<file path="src/rtl/target_scheduler.sv">
// Target scheduler: seeds the LFSR target generator, screens its candidates
// against screen bounds and the snake head, and publishes one (X,Y) target.
module target_scheduler #(
  parameter int          X_MAX     = 160,
  parameter int          Y_MAX     = 120,
  parameter int          MAX_TRIES = 64,
  parameter int          DEFAULT_X = 80,
  parameter int          DEFAULT_Y = 60,
  parameter logic [15:0] SEED_SALT = 16'h0000
) (
  input  logic        CLK,
  input  logic        RESET,
  input  logic        req_new,
  input  logic [7:0]  head_x,
  input  logic [6:0]  head_y,
  input  logic [7:0]  gen_x,
  input  logic [6:0]  gen_y,
  output logic        gen_trigger,
  output logic [15:0] gen_seed,
  output logic [7:0]  target_x,
  output logic [6:0]  target_y,
  output logic        target_valid,
  output logic        new_target,
  output logic        busy
);

  localparam int          TW       = (MAX_TRIES > 1) ? $clog2(MAX_TRIES) : 1;
  localparam logic [8:0]  XM       = 9'(X_MAX);
  localparam logic [7:0]  YM       = 8'(Y_MAX);
  localparam logic [15:0] SEED_DEF = 16'hACE1;

  // LOAD covers the cycle where the generator is absorbing the seed, so the
  // first CHECK sees the freshly seeded output.
  typedef enum logic [1:0] {S_IDLE, S_SEED, S_LOAD, S_CHECK} state_t;

  state_t        r_state, w_state_nxt;
  logic [15:0]   r_seed_cnt;
  logic [TW-1:0] r_tries;
  logic          r_gen_trigger;
  logic [15:0]   r_gen_seed;
  logic [7:0]    r_target_x;
  logic [6:0]    r_target_y;
  logic          r_target_valid;
  logic          r_new_target;
  logic          r_busy;

  logic [15:0]   w_salted;
  logic [15:0]   w_seed;
  logic          w_accept;
  logic          w_last;

  assign w_salted = r_seed_cnt ^ SEED_SALT;
  assign w_seed   = (w_salted == 16'h0000) ? SEED_DEF : w_salted;
  assign w_accept = ({1'b0, gen_x} < XM) && ({1'b0, gen_y} < YM) &&
                    !((gen_x == head_x) && (gen_y == head_y));
  assign w_last   = (r_tries == TW'(MAX_TRIES - 1));

  always_comb begin
    w_state_nxt = r_state;
    case (r_state)
      S_IDLE:  if (req_new) w_state_nxt = S_SEED;
      S_SEED:  w_state_nxt = S_LOAD;
      S_LOAD:  w_state_nxt = S_CHECK;
      S_CHECK: if (w_accept || w_last) w_state_nxt = S_IDLE;
      default: w_state_nxt = S_IDLE;
    endcase
  end

  always_ff @(posedge CLK) begin
    if (RESET) begin
      r_state        <= S_IDLE;
      r_seed_cnt     <= '0;
      r_tries        <= '0;
      r_gen_trigger  <= 1'b0;
      r_gen_seed     <= SEED_DEF;
      r_target_x     <= '0;
      r_target_y     <= '0;
      r_target_valid <= 1'b0;
      r_new_target   <= 1'b0;
      r_busy         <= 1'b0;
    end else begin
      r_state       <= w_state_nxt;
      r_seed_cnt    <= r_seed_cnt + 16'd1;
      r_busy        <= (w_state_nxt != S_IDLE);
      r_gen_trigger <= (r_state == S_SEED);
      r_new_target  <= 1'b0;
      case (r_state)
        S_IDLE: if (req_new) begin
          r_gen_seed     <= w_seed;
          r_target_valid <= 1'b0;
          r_tries        <= '0;
        end
        S_CHECK: begin
          if (w_accept) begin
            r_target_x     <= gen_x;
            r_target_y     <= gen_y;
            r_target_valid <= 1'b1;
            r_new_target   <= 1'b1;
          end else if (w_last) begin
            // Default is published even if it sits on the head.
            r_target_x     <= 8'(DEFAULT_X);
            r_target_y     <= 7'(DEFAULT_Y);
            r_target_valid <= 1'b1;
            r_new_target   <= 1'b1;
          end else begin
            r_tries <= r_tries + 1'b1;
          end
        end
        default: ;
      endcase
    end
  end

  assign gen_trigger  = r_gen_trigger;
  assign gen_seed     = r_gen_seed;
  assign target_x     = r_target_x;
  assign target_y     = r_target_y;
  assign target_valid = r_target_valid;
  assign new_target   = r_new_target;
  assign busy         = r_busy;

endmodule

</file>
<file path="config.mk">
export PLATFORM = sky130hd
export DESIGN_NAME = target_scheduler
export DESIGN_NICKNAME = d
export VERILOG_FILES = /design/src/rtl/target_scheduler.sv
export SDC_FILE = /design/constraint.sdc
export NUM_CORES = 1
export LEC_CHECK = 0
export CORE_MARGIN = 3
export CORE_UTILIZATION = 66
export DETAILED_ROUTE_END_ITERATION = 8
export DONT_BUFFER_PORTS = 1
export PLACE_DENSITY = 0.93
export SLEW_MARGIN = 10
export SYNTH_ARGS = -nofsm -noshare
export SYNTH_HDL_FRONTEND = slang
export SYNTH_SLANG_ARGS = --single-unit
</file>
<file path="constraint.sdc">
create_clock -name CLK -period 4.2 [get_ports CLK]
set_input_delay 1.26 -clock CLK [delete_from_list [all_inputs] [get_ports CLK]]
set_output_delay 1.26 -clock CLK [all_outputs]
set_load 0.1 [all_outputs]
</file>
# ---- Word level (Yosys, flattened, before mapping)
# Index checks and enable logic that the tools add are counted.
dict set report op_classes {
  bitwise_logic 1
  eq_ne 10
  addsub 2
  n_reduce_logical 15
  magnitude_cmp 2
  n_mux 18
}
# op n
set op_table {}
lappend op_table {{$mux 6} 3}
lappend op_table {{$add 16x1->16 const B} 1}
lappend op_table {{$logic_not 16->1} 1}
lappend op_table {{$mux 16} 1}
lappend op_table {{$mux 8} 2}
lappend op_table {{$mux 7} 2}
lappend op_table {{$pmux 6 s2} 1}
lappend op_table {{$eq 8x8->1} 1}
lappend op_table {{$lt 8x8->1 const B} 1}
lappend op_table {{$pmux 2 s4} 1}
lappend op_table {{$eq 7x7->1} 1}
lappend op_table {{$lt 7x7->1 const B} 1}
lappend op_table {{$add 6x1->6 const B} 1}
lappend op_table {{$eq 6x6->1 const B} 1}
lappend op_table {{$ne 2x2->1 const B} 3}
lappend op_table {{$reduce_bool 2->1} 3}
lappend op_table {{$mux 1} 5}
lappend op_table {{$eq 2x2->1 const B} 2}
lappend op_table {{$mux 2} 2}
lappend op_table {{$reduce_and 2->1} 2}
lappend op_table {{$reduce_and 4->1} 1}
lappend op_table {{$logic_and 1x1->1} 3}
lappend op_table {{$ne 3x3->1 const B} 1}
lappend op_table {{$reduce_and 3->1} 1}
lappend op_table {{other kinds (7)} 7}
dict set report word_totals {
  ff_bits 59
  out_inout_bits 35
}

# ---- Longest topological paths before layout
dict set report depth {
  ltp_word 8
  mapped_depth 7
  mapped_depth_nobuf 6
}

# ---- Least setup slack after synthesis
# Ideal clock, no wire load.
dict set report synth_path {
  kind {in2reg}
  start {in head_x[1]}
  end {reg r_tries[4]}
  t_arrival_ns 2.533
  setup_time_ns 0.071
  path_stages 5
  t_required_ns 4.129
  n_path_buf 0
  slack_ns 1.596
  path_cell_list {xor2_1 -> nor4_4 -> a31oi_2 -> or4_1 -> a21oi_1}
}
dict set report synth_between {
  elab_chain_len 6
}
# element line_no
set synth_lines {}
lappend synth_lines {{start, declared} 14} ;# input logic [7:0] head_x,
lappend synth_lines {{$eq 8x8->1} 55} ;# !((gen_x == head_x) && (gen_y == head_y));
lappend synth_lines {{$logic_and 1x1->1} 55}
lappend synth_lines {{$logic_not 1->1} 55}
lappend synth_lines {{$logic_and 1x1->1} 54} ;# assign w_accept = ({1'b0, gen_x} < XM) && ({1'b0, gen_y} < YM) &&
lappend synth_lines {{$ne 2x2->1 (no source line)} -}
lappend synth_lines {{$reduce_and 4->1 (no source line)} -}
lappend synth_lines {{end signal, assigned} 106} ;# r_tries <= r_tries + 1'b1;
lappend synth_lines {{end, declared} 38} ;# logic [TW-1:0] r_tries;
# No other way between the ends.
# A chain may end at the register's enable or synchronous reset.

# ---- Worst setup path in the final report
dict set report layout_path {
  start {in head_x[1]}
  end {reg r_busy, in the netlist busy}
}
dict set report layout_between {
  elab_chain_len 8
}
# element line_no
set layout_lines {}
lappend layout_lines {{$eq 8x8->1} 55}
lappend layout_lines {{$logic_and 1x1->1} 55}
lappend layout_lines {{$logic_not 1->1} 55}
lappend layout_lines {{$logic_and 1x1->1} 54}
lappend layout_lines {{$logic_or 1x1->1} 64} ;# S_CHECK: if (w_accept || w_last) w_state_nxt = S_IDLE;
lappend layout_lines {{$mux 2} 64}
lappend layout_lines {{$pmux 2 s4} 60} ;# case (r_state)
lappend layout_lines {{$reduce_bool 2->1} 84} ;# r_busy <= (w_state_nxt != S_IDLE);
lappend layout_lines {{end signal, assigned} 84}
lappend layout_lines {{end, declared} 45} ;# logic r_busy;
# No other way between the ends.

==> flow_summary.ini <==
[route]
wirelength_um = 5695
drt_pre_antenna_iters = 8
drt-initial-drc-count = 222
wl_per_cell_um = 17.31
drc = 0
viasPerCell = 6.401
vias = 2106
postRouteAntennaNets = 0

[grt]
grt_pass1_vias = 1901
track_usage_pct = 26.16
grt_max_degree = 49
grt_pass1_wl_um = 8742
overflow = 0
antenna_found_initial = 0

[power_and_ir_drop]
power_density_mw_per_mm2 = 458.2
p_leak_nw = 0.8830
vdd_drop_max_mv = 0.2692
finalPower_mw = 1.216

[die]
start_util_pct = 71.36
die-area_mm2 = 0.004521
die_w_um = 67.24
ios = 68
die_h_um = 67.24
num_rows = 21
core_area_mm2 = 0.003468

[sta]
final_hold_viol_count = 0
tns_ns = 0
layout_setup_ws_ns = 1.456
holdWs_ns = 0.4942
layout_min_cycle_time_ns = 2.744
fin_skew_ns = 0.01051
finalCritPeriodShare_pct = 65.33
max_freq_mhz = 364.4
relSlewSlack_pct = 24.61
finalSetupViolations = 0
finalMaxSlewViolations = 0
rsz0062_at_grt = false
worst_slew_pin_slew_ns = 1.127

[clock_network]
post-cts-setup-buffers = 0
holdBufCountCts = 0
htreeDepth = 3
cts_root_buf = clkbuf_8
clock_path_buffers = 2
postCtsResizedCells = 0
clkSlewWorstSetupHoldPaths_ns = 0.06
cts_buffers = 9
cts_sinks = 59
cts_tree = built
clk_latency_ns = 0.34

[synthesis]
synth_cell_types = 33
async_flop_share_pct = 0
yosys_most_used_dff = dfxtp_1
yosysWarnings = 0
syn_avg_cell_area_um2 = 8.776
synth_edf_count = 0
synth_area_mm2 = 0.002475
ys_seq_area_share_pct = 47.72
syn_inst = 282
synth_seq_cells = 59
synth_fp_nets = 318

[place]
dp_hpwl_um = 3896
io_buffers = 0
preCtsSetupSlack_ns = 1.134
place_congestion = 0.8135

[critical_path]
max_stage_delay_ns = 0.91
critPathLaunchType = input port
end_kind = flop
crit_required_ns = 4.39
path_delay_family = compound AO/OA/AOI/OAI gates
critPathKind = in2reg
cp.arrival_ns = 2.93
cp_max_fo = 27
crit_buf_inv = 0
path_cells = xor2_1 > nor4_4 > a31oi_2 > nand2b_1 > a211oi_1
critPathSlowestCell = a31oi_2

[run]
drv_cap = 0

[final_layout]
area_growth_pct = 7.230
diodes = 0
layout.nets = 315
drive_above_1_share_pct = 5.654

[run_status]
outcome = completed

[min_path]
hold_path.class = reg2reg
==> worst min-delay path: stages, from the launching register on <==
cell and delay, ns:
dfxtp_1 0.32, o31ai_1 0.07, a21oi_1 0.06
==> placed cells by master, fill, tap and decap left out, types with 3 or more instances in the layout <==
master and n:
or4_1 3, clkbuf_8 12, dfxtp_1 59, a21oi_1 29, xor2_1 16, a211oi_1 3, ha_1 3, o22a_1 8
and2_1 3, or3_1 4, o211ai_1 3, nor3_1 5, nand3_1 35, xnor2_1 11, o21ai_1 10, nand2_1 28
nor2_1 20, inv_1 3, and3_1 3, nand4_1 6
==> power by group <==
part / total [mW] / internal [mW] / switching [mW]
clock network: 0.463 / 0.257 / 0.206
registers: 0.684 / 0.577 / 0.107
logic: 0.0688 / 0.0283 / 0.0405
==> cells by family after synthesis <==
kind of cell               after synthesis  synth area share [%]
and+or+nand+nor                        115                 23.15
DFF                                     59                 47.72
xor gates and xnor gates                27                 9.555
AOI/OAI and AO/OA                       61                 15.27
adders and majority gates                3                 1.517
buffers and inverters                   17                 2.781
==> worst paths after layout <==
path,start,to,slack [ns],cells after the start
hold reg to reg,r_tries[4]$_SDFFE_PP0P_,r_tries[4]$_SDFFE_PP0P_,0.49,2
setup reg to reg,r_state[0]$_SDFF_PP0_,target_y[6]$_SDFFE_PP0P_,2.20,4
hold / removal,r_tries[4]$_SDFFE_PP0P_,r_tries[4]$_SDFFE_PP0P_,0.49,2
setup / recovery,head_x[1],busy$_SDFF_PP0_,1.46,5
==> cells in the mapped netlist (all sizes together) (4+ instances only) <==
cell type | number | area share [%]
nand3 | 35 | 7.1
a21oi | 29 | 5.9
dfxtp | 59 | 48
xor2 | 16 | 5.7
buf | 4 | 0.81
or3 | 4 | 1.0
nand2 | 28 | 4.2
nor3 | 5 | 1.0
xnor2 | 11 | 3.9
nand4 | 6 | 1.5
o21ai | 12 | 2.4
nor2 | 20 | 3.0
o22a | 8 | 2.8
clkbuf | 10 | 1.5
==> state kept, by name, summed over array words and instances, names as in the netlist <==
| name | count |
|---|---|
| new_target | 1 |
| r_state | 2 |
| gen_seed | 16 |
| r_tries | 6 |
| gen_trigger | 1 |
| target_valid | 1 |
| busy | 1 |
| target_y | 7 |
| r_seed_cnt | 16 |
| target_x | 8 |
==> per-stage QoR <==
stage | utilization [%] | cells | cell area, um^2
2_1_floorplan | - | 282 | 2475
3_3_place_gp | 71.36 | 314 | 2475
3_5_place_dp | 71.36 | 314 | 2475
4_1_cts | 76.52 | 329 | 2654
5_1_grt | 76.52 | 329 | 2654
6_report | 76.52 | 329 | 2654
==> final cells by class <==
cell class,count,area [um^2]
inverter,3,11.26
tap,46,57.56
clock buffer,13,168.9
sequential,59,1181
fill,260,814.5
clock inverter,2,10.01
multi-input combinational,206,1225
==> layer usage <==
layer,part of all wire (%),track usage (%),up-vias
li1,-,-,997
met1,40,33.40,1002
met2,49,39.02,94
met3,8.7,8.319,13
met4,2.5,14.43,0
met5,0,0,-
(Power assumes the default switching activity.)
